<file path="src/rtl/mem_access_queue.sv">
// Data-side memory access queue: issues load/store requests on an SRAM-like bus and returns aligned responses in order.
// Optional misaligned-access detection is compiled in with `define MEMQ_ALE_CHECK_EN.
module mem_access_queue #(
    parameter int DATA_WIDTH = 32,
    parameter int ADDR_WIDTH = 32,
    parameter int DEPTH      = 4
) (
    input  logic                    clk,
    input  logic                    reset,
    input  logic                    in_valid,
    output logic                    in_ready,
    input  logic                    in_wr,
    input  logic [1:0]              in_size,
    input  logic                    in_signed,
    input  logic [ADDR_WIDTH-1:0]   in_addr,
    input  logic [DATA_WIDTH-1:0]   in_wdata,
    input  logic                    flush,
    output logic                    data_sram_req,
    output logic                    data_sram_wr,
    output logic [1:0]              data_sram_size,
    output logic [DATA_WIDTH/8-1:0] data_sram_wstrb,
    output logic [ADDR_WIDTH-1:0]   data_sram_addr,
    output logic [DATA_WIDTH-1:0]   data_sram_wdata,
    input  logic                    data_sram_addr_ok,
    input  logic                    data_sram_data_ok,
    input  logic [DATA_WIDTH-1:0]   data_sram_rdata,
    output logic                    resp_valid,
    input  logic                    resp_ready,
    output logic                    resp_is_load,
    output logic [DATA_WIDTH-1:0]   resp_rdata,
    output logic                    resp_ale,
    output logic                    busy
);

    localparam int BYTES = DATA_WIDTH / 8;
    localparam int LW    = $clog2(BYTES);
    localparam int PW    = $clog2(DEPTH);
    localparam logic [PW:0] FULL = (PW+1)'(DEPTH);

    typedef struct packed {
        logic                  wr;
        logic [1:0]            size;
        logic                  sgn;
        logic [LW-1:0]         lo;
        logic                  filled;
        logic                  cancel;
        logic [DATA_WIDTH-1:0] rdata;
    } entry_t;

    entry_t          ent_q [DEPTH];
    entry_t          ent_d [DEPTH];
    logic [PW-1:0]   alloc_q, alloc_d, fill_q, fill_d, head_q, head_d;
    logic [PW:0]     count_q, count_d;

    logic            ale_req, ale_accept, ale_pend, ale_wr;
    logic            accept, pop;
    entry_t          head;
    logic [7:0]      smask;
    logic [DATA_WIDTH-1:0] shifted, load_data;
    logic            sext;

`ifdef MEMQ_ALE_CHECK_EN
    logic       ale_pend_q, ale_pend_d, ale_wr_q, ale_wr_d;
    logic [2:0] amask;

    always_comb begin
        case (in_size)
            2'd0:    amask = 3'b000;
            2'd1:    amask = 3'b001;
            2'd2:    amask = 3'b011;
            default: amask = 3'b111;
        endcase
    end

    assign ale_req    = |(in_addr[2:0] & amask);
    assign ale_accept = in_valid && ale_req && (count_q == '0) && !ale_pend_q && !flush && !reset;

    always_comb begin
        ale_pend_d = ale_pend_q;
        ale_wr_d   = ale_wr_q;
        if (flush) begin
            ale_pend_d = 1'b0;
        end else if (ale_accept) begin
            ale_pend_d = 1'b1;
            ale_wr_d   = in_wr;
        end else if (ale_pend_q && resp_ready) begin
            ale_pend_d = 1'b0;
        end
    end

    always_ff @(posedge clk) begin
        if (reset) begin
            ale_pend_q <= 1'b0;
            ale_wr_q   <= 1'b0;
        end else begin
            ale_pend_q <= ale_pend_d;
            ale_wr_q   <= ale_wr_d;
        end
    end

    assign ale_pend = ale_pend_q;
    assign ale_wr   = ale_wr_q;
`else
    assign ale_req    = 1'b0;
    assign ale_accept = 1'b0;
    assign ale_pend   = 1'b0;
    assign ale_wr     = 1'b0;
`endif

    // Issue path is a pure pass-through of the MEM-stage request.
    assign data_sram_req  = in_valid && (count_q < FULL) && !flush && !ale_req && !reset;
    assign accept         = data_sram_req && data_sram_addr_ok;
    assign in_ready       = accept || ale_accept;
    assign data_sram_wr   = in_wr;
    assign data_sram_size = in_size;
    assign data_sram_addr = in_addr;

    always_comb begin
        case (in_size)
            2'd0:    smask = 8'h01;
            2'd1:    smask = 8'h03;
            2'd2:    smask = 8'h0F;
            default: smask = 8'hFF;
        endcase
    end

    assign data_sram_wstrb = BYTES'(smask) << in_addr[LW-1:0];

    assign head = ent_q[head_q];
    // A cancelled beat leaves the queue on its own; live ones wait behind a pending ALE response.
    assign pop  = head.filled && (head.cancel || (resp_ready && !flush && !ale_pend));

    always_comb begin
        ent_d   = ent_q;
        alloc_d = alloc_q;
        fill_d  = fill_q;
        head_d  = head_q;
        if (accept) begin
            ent_d[alloc_q].wr     = in_wr;
            ent_d[alloc_q].size   = in_size;
            ent_d[alloc_q].sgn    = in_signed;
            ent_d[alloc_q].lo     = in_addr[LW-1:0];
            ent_d[alloc_q].filled = 1'b0;
            ent_d[alloc_q].cancel = 1'b0;
            alloc_d = alloc_q + PW'(1);
        end
        if (data_sram_data_ok) begin
            ent_d[fill_q].rdata  = data_sram_rdata;
            ent_d[fill_q].filled = 1'b1;
            fill_d = fill_q + PW'(1);
        end
        if (flush) begin
            for (int unsigned i = 0; i < DEPTH; i++) begin
                ent_d[i].cancel = 1'b1;
            end
        end
        if (pop) begin
            ent_d[head_q].filled = 1'b0;
            ent_d[head_q].cancel = 1'b0;
            head_d = head_q + PW'(1);
        end
        count_d = count_q + (PW+1)'(accept) - (PW+1)'(pop);
    end

    always_ff @(posedge clk) begin
        if (reset) begin
            alloc_q <= '0;
            fill_q  <= '0;
            head_q  <= '0;
            count_q <= '0;
            for (int unsigned i = 0; i < DEPTH; i++) begin
                ent_q[i] <= '0;
            end
        end else begin
            alloc_q <= alloc_d;
            fill_q  <= fill_d;
            head_q  <= head_d;
            count_q <= count_d;
            ent_q   <= ent_d;
        end
    end

    assign shifted = head.rdata >> {head.lo, 3'b000};

    always_comb begin
        case (head.size)
            2'd0:    sext = head.sgn && shifted[7];
            2'd1:    sext = head.sgn && shifted[15];
            2'd2:    sext = head.sgn && shifted[31];
            default: sext = head.sgn && shifted[DATA_WIDTH-1];
        endcase
    end

    for (genvar b = 0; b < BYTES; b++) begin : g_lane
        localparam int LG = $clog2(b + 1);
        assign load_data[8*b +: 8] = (head.size >= 2'(LG)) ? shifted[8*b +: 8] : {8{sext}};
        assign data_sram_wdata[8*b +: 8] =
            (in_size == 2'd0) ? in_wdata[7:0] :
            (in_size == 2'd1) ? in_wdata[8*(b%2) +: 8] :
            (in_size == 2'd2) ? in_wdata[8*(b%4) +: 8] :
                                in_wdata[8*(b%8) +: 8];
    end

    assign resp_valid   = !flush && (ale_pend || (head.filled && !head.cancel));
    assign resp_ale     = ale_pend;
    assign resp_is_load = ale_pend ? !ale_wr : !head.wr;
    assign resp_rdata   = (ale_pend || head.wr) ? '0 : load_data;
    assign busy         = (count_q != '0) || ale_pend;

endmodule

</file>
<file path="config.mk">
export PLATFORM = sky130hd
export DESIGN_NAME = mem_access_queue
export DESIGN_NICKNAME = d
export VERILOG_FILES = /design/src/rtl/mem_access_queue.sv
export SDC_FILE = /design/constraint.sdc
export NUM_CORES = 1
export LEC_CHECK = 0
export ABC_CLOCK_PERIOD_IN_PS = 5600
export BUFFER_PORTS_ARGS = -buffer_cell sky130_fd_sc_hd__buf_2
export CAP_MARGIN = 30
export CORE_UTILIZATION = 37
export DETAILED_ROUTE_END_ITERATION = 16
export PLACE_DENSITY = 0.69
export SYNTH_ARGS = -nofsm -noshare
export SYNTH_HDL_FRONTEND = slang
export SYNTH_SLANG_ARGS = --single-unit
export TNS_END_PERCENT = 10
</file>
<file path="constraint.sdc">
create_clock -name clk -period 5.6 [get_ports clk]
set_clock_uncertainty 0.1 [all_clocks]
set_input_delay 1.12 -clock clk [delete_from_list [all_inputs] [get_ports clk]]
set_output_delay 1.12 -clock clk [all_outputs]
set_load 0.01 [all_outputs]
</file>
# ---- Word-level counts from Yosys, hierarchy flattened
# Index checks and enable logic that the tools add are counted.
dict set report word_totals {
  reg_bits 169
  inputBits 107
  out_inout_bits 109
  elab_cells 129
}
dict set report classes {
  n_addsub 5
  order_cmp 10
  eq_ne 3
  shifts 2
  muxes 52
  bitwise_logic 3
  n_reduce_logical 22
}
# cell count
set ops {}
lappend ops {{$bwmux 160} 10}
lappend ops {{$demux 40 s2} 10}
lappend ops {{$mux 160} 3}
lappend ops {{$mux 40} 3}
lappend ops {{$mux 34} 3}
lappend ops {{$bmux 40 s2} 1}
lappend ops {{$mux 8} 9}
lappend ops {{$mux 33} 2}
lappend ops {{$mux 32} 2}
lappend ops {{$mux 39} 1}
lappend ops {{$mux 37} 1}
lappend ops {{$mux 36} 1}
lappend ops {{$shr 32x5->32} 1}
lappend ops {{$logic_and 1x1->1} 14}
lappend ops {{$pmux 4 s3} 1}
lappend ops {{$ge 3x3->1 const B} 3}
lappend ops {{$lt 3x1->1 const B} 3}
lappend ops {{$not 2->3} 3}
lappend ops {{$add 2x1->2 const B} 3}
lappend ops {{$eq 2x1->1 const B} 2}
lappend ops {{$ge 2x1->1 const B} 2}
lappend ops {{$logic_not 1->1} 4}
lappend ops {{$logic_not 2->1} 2}
lappend ops {{$mux 1} 4}
lappend ops {{9 further kinds} 9}

# ---- Longest topological paths before layout
dict set report depth {
  depth_word 19
  mapped_depth 13
  ltp_nobuf 9
}

# ---- Worst setup path before layout
# OpenSTA, ideal clock, no wires.
dict set report synth_path {
  kind {in2out}
  from {input reset}
  to {output in_ready}
  arrival_ps 2500
  required_ps 4380
  path_slack_ps 1880
  path_stages 5
  n_path_buf 3
  cell_sequence {clkbuf_1 nor4b_1 and2_0 buf_2 buf_2}
}
dict set report synth_between {
  elab_chain_len 3
}
# item line_no
set synth_rtl {}
lappend synth_rtl {{start, declared} 9} ;# input logic reset,
lappend synth_rtl {{$logic_not 1->1} 111} ;# assign data_sram_req = in_valid && (count_q < FULL) && !flush && !ale_req && !reset;
lappend synth_rtl {{$logic_and 1x1->1} 111}
lappend synth_rtl {{via data_sram_req} 18} ;# output logic data_sram_req,
lappend synth_rtl {{$logic_and 1x1->1} 112} ;# assign accept = data_sram_req && data_sram_addr_ok;
lappend synth_rtl {{end, declared} 11} ;# output logic in_ready,
# The timed path passes the listed nets, and every way through them passes these cells.

# ---- Worst setup path after layout
dict set report layout_path {
  from {register head_q[0]}
  to {output resp_rdata[17]}
}
dict set report layout_between {
  elab_chain_len 9
  elab_cells_between_ends 14
}
# item line_no
set layout_rtl {}
lappend layout_rtl {{start, declared} 52} ;# logic [PW-1:0] alloc_q, alloc_d, fill_q, fill_d, head_q, head_d;
lappend layout_rtl {{start signal, assigned} 169} ;# head_q <= '0;
lappend layout_rtl {{start signal, assigned} 177} ;# head_q <= head_d;
lappend layout_rtl {{$not 2->3 (not written as such) *} 129} ;# assign head = ent_q[head_q];
lappend layout_rtl {{$bmux 40 s2 *} 129}
lappend layout_rtl {{$mux 40 (not written as such) * (2 in series)} 129}
lappend layout_rtl {{$shr 32x5->32} 183} ;# assign shifted = head.rdata >> {head.lo, 3'b000};
lappend layout_rtl {{$logic_and 1x1->1, on equally long branches} n/a}
lappend layout_rtl {{$pmux 1 s2} 186} ;# case (head.size)
lappend layout_rtl {{$mux 8} 196} ;# assign load_data[8*b +: 8] = (head.size >= 2'(LG)) ? shifted[8*b +: 8] : {8{sext}};
lappend layout_rtl {{$mux 32 *} 207} ;# assign resp_rdata = (ale_pend || head.wr) ? '0 : load_data;
lappend layout_rtl {{end, declared} 30} ;# output logic [DATA_WIDTH-1:0] resp_rdata,
# Mark *: on every way between the ends. The rest lies on a longest branch, timed or not. The select of a mux whose other input is x is not followed.

==> flow_summary.json <==
{
  "core-area_mm2": 0.0226,
  "drive_gt1_share_pct": 23.8,
  "drv.max_cap_violation_count": 0,
  "critical_path.max_fanout": 30,
  "synthCells": 1016,
  "worst-path-stages": 7,
  "cp-end-kind": "primary output",
  "initial_utilization_pct": 37.7,
  "netSwitchingPower_mw": 0.748,
  "ff2ff_setup_slack_ns": 2.08,
  "via_per_inst": 5.19,
  "rsz0062_at_grt": "no",
  "gp_congestion": 0.795,
  "cp_cell_sequence": "buf_4, mux4_2, mux2i_4, o2bb2ai_2, o211ai_4, o21ai_0, buf_2",
  "port_buffers": 154,
  "cts_resized": 0,
  "maxSlewHeadroom_pct": 32.4,
  "antenna_found_initial": 5,
  "clkTransAtPathRegs_ns": 0.06,
  "startpoint": "head_q[0]",
  "fin_area_mm2": 0.00968,
  "netlist_area_mm2": 0.00853,
  "worst_pin_slew_ns": 1.01,
  "placed_area_mm2": 0.00903,
  "reg2reg_depth": 10,
  "root_buffer": "clkbuf_16",
  "min_path_type": "register to register",
  "finalPower_mw": 2.99,
  "synth-main-ff-cell": "dfxtp_1",
  "ys_seq_area_share_pct": 39.7,
  "clk_latency_ns": 0.42,
  "worstSetupStartpointType": "register",
  "sw_frac_of_total_pct": 25.1,
  "async_flop_share_pct": 0,
  "worst_path_max_delay_cell": "mux4_2",
  "grt_use_total_pct": 19.6,
  "drc": 0,
  "layout_min_cycle_time_ns": 4.45,
  "period_share_pct": 79.5,
  "cts.sinks": 169,
  "slew_violations": 0,
  "p_clk_share_pct": 42.5,
  "cts_buffers": 17,
  "r2r_start": "head_q[0]",
  "grt_max_degree": 96,
  "grt.overflow.total": 0,
  "yosys.area.top_type_share_pct": 39.7,
  "h-tree-depth": 4,
  "p_leak_nw": 3.59,
  "ir_drop_uv": 166,
  "grt_pass1_vias": 6706,
  "combPwrFrac_pct": 14.4,
  "power_density_mw_per_mm2": 309,
  "cts_tree": "done",
  "fin_tns_setup_ns": 0,
  "critical-path-top-delay-family": "multiplexers",
  "r2r_end": "count_q[2]",
  "crit_arrival_ns": 3.23,
  "wirelength_um": 23000,
  "finalHoldViolations": 0,
  "endpoint": "resp_rdata[17]",
  "grt_pass1_wl_um": 36300,
  "fillCellCount": 2237,
  "status": "completed",
  "synthesis.nets": 1137,
  "synth_warnings": 0,
  "postSynthAreaPerCell_um2": 8.40,
  "drtAntennaViolNets": 0,
  "setup_slack_ns": 1.15,
  "rows": 55,
  "clock_tree.buffer_depth": 2,
  "critical-path-max-stage-delay_ns": 0.65,
  "synth_commonest_cells": "nand2_1, dfxtp_1, a21oi_1",
  "synth_edf_count": 0,
  "crit_required_ns": 4.38,
  "pre_cts_ws_ns": 1.61,
  "synth_most_common_cell": "nand2_1",
  "die_h_um": 154,
  "seq_power_share_pct": 43.1,
  "holdBufCountCts": 0,
  "synthTopCellsByArea": "dfxtp_1, nand2_1, mux4_2",
  "vias": 7123,
  "p_int_mw": 2.24,
  "first_iter_violations": 658,
  "dr.pass1.iters": 5,
  "path_class": "register to primary output",
  "max_freq_mhz": 225,
  "area_delta_synth_final_pct": 13.4,
  "synth_largest_area_cell": "dfxtp_1",
  "ys_ff_latch": 169,
  "ys_types": 39,
  "io_pins": 216,
  "dp_hpwl_um": 14900,
  "post_cts_buffers": 0,
  "die_area_mm2": 0.0237,
  "fin_nets": 1194,
  "setup_viol": 0,
  "cp_num_buf_inv": 2,
  "die_x_um": 154,
  "wl_per_cell_um": 16.8
}
[power by group through the flow]
stage	Combinational, mW	Sequential (mW)	Clock (mW)
finish	0.430	1.29	1.27
global route	0.469	1.29	1.35
CTS	0.430	1.29	1.29
detailed placement	0.428	1.31	0
global placement	0.422	1.31	0
floorplan	0.318	1.30	0
[stage by stage]
step / util [%] / hold WS [ns] / std cells
after floorplan: - / 0.333 / 1016
after global placement: 39.9 / 0.340 / 1339
after detailed placement: 39.9 / 0.344 / 1339
after CTS: 42.7 / 0.353 / 1370
after global routing: 42.7 / 0.366 / 1370
final: 42.7 / 0.353 / 1373
[cell usage in the layout, fill, tap and decap left out, drive strengths merged, types with 2 or more instances in the layout]
master / count
nand3: 25
xnor2: 4
mux2: 16
and2: 6
bufinv: 5
mux2i: 27
clkbuf: 24
a211oi: 30
buf: 162
nor3b: 2
inv: 10
ha: 13
o21ai: 18
a21oi: 164
nand2: 312
dfxtp: 169
nor2: 31
xor2: 2
diode: 3
nor2b: 12
mux4: 40
[area by class of cell]
cell class	count	area [um^2]	share of cell area, %
Sequential cell	169	3390	35.0
Antenna cell	3	7.51	0.0776
Multi-Input combinational cell	714	4420	45.7
Timing Repair Buffer	162	833	8.61
Tap cell	285	357	3.69
Clock buffer	24	472	4.88
Clock inverter	7	164	1.69
Inverter	9	33.8	0.349
[cell families after synthesis]
kind of cell | after synthesis | share of synthesized area (%)
buf+inv | 133 | 8.56
simple gates | 393 | 18.7
fa+ha+maj | 14 | 2.14
xor+xnor | 6 | 0.616
flops | 169 | 39.7
other cells | 1 | 0.0440
compound gates | 217 | 14.3
mux | 83 | 16.0
[worst min-delay path by stage]
stage	from	endpoint	slack, ns	depth (start not counted)
floorplan	register	register	0.33	2
global placement	register	register	0.34	2
detailed placement	register	register	0.34	2
CTS	register	register	0.35	2
global route	register	register	0.37	2
finish	register	register	0.35	2
[tightest hold or removal path: cells and delay by family, from the launching register on]
kind / cells / cell delay [ns]
AOI/OAI and AO/OA: 1 / 0.05
and+or+nand+nor: 1 / 0.05
DFF: 1 / 0.31
[routing by layer]
layer  global-route usage [%]  share of wire, %
met1                     26.2                45
met3                     5.21               7.3
met2                     30.6                46
met5                        0             0.035
met4                     6.52               1.7
Note: power is estimated with default switching activity, not from simulation.
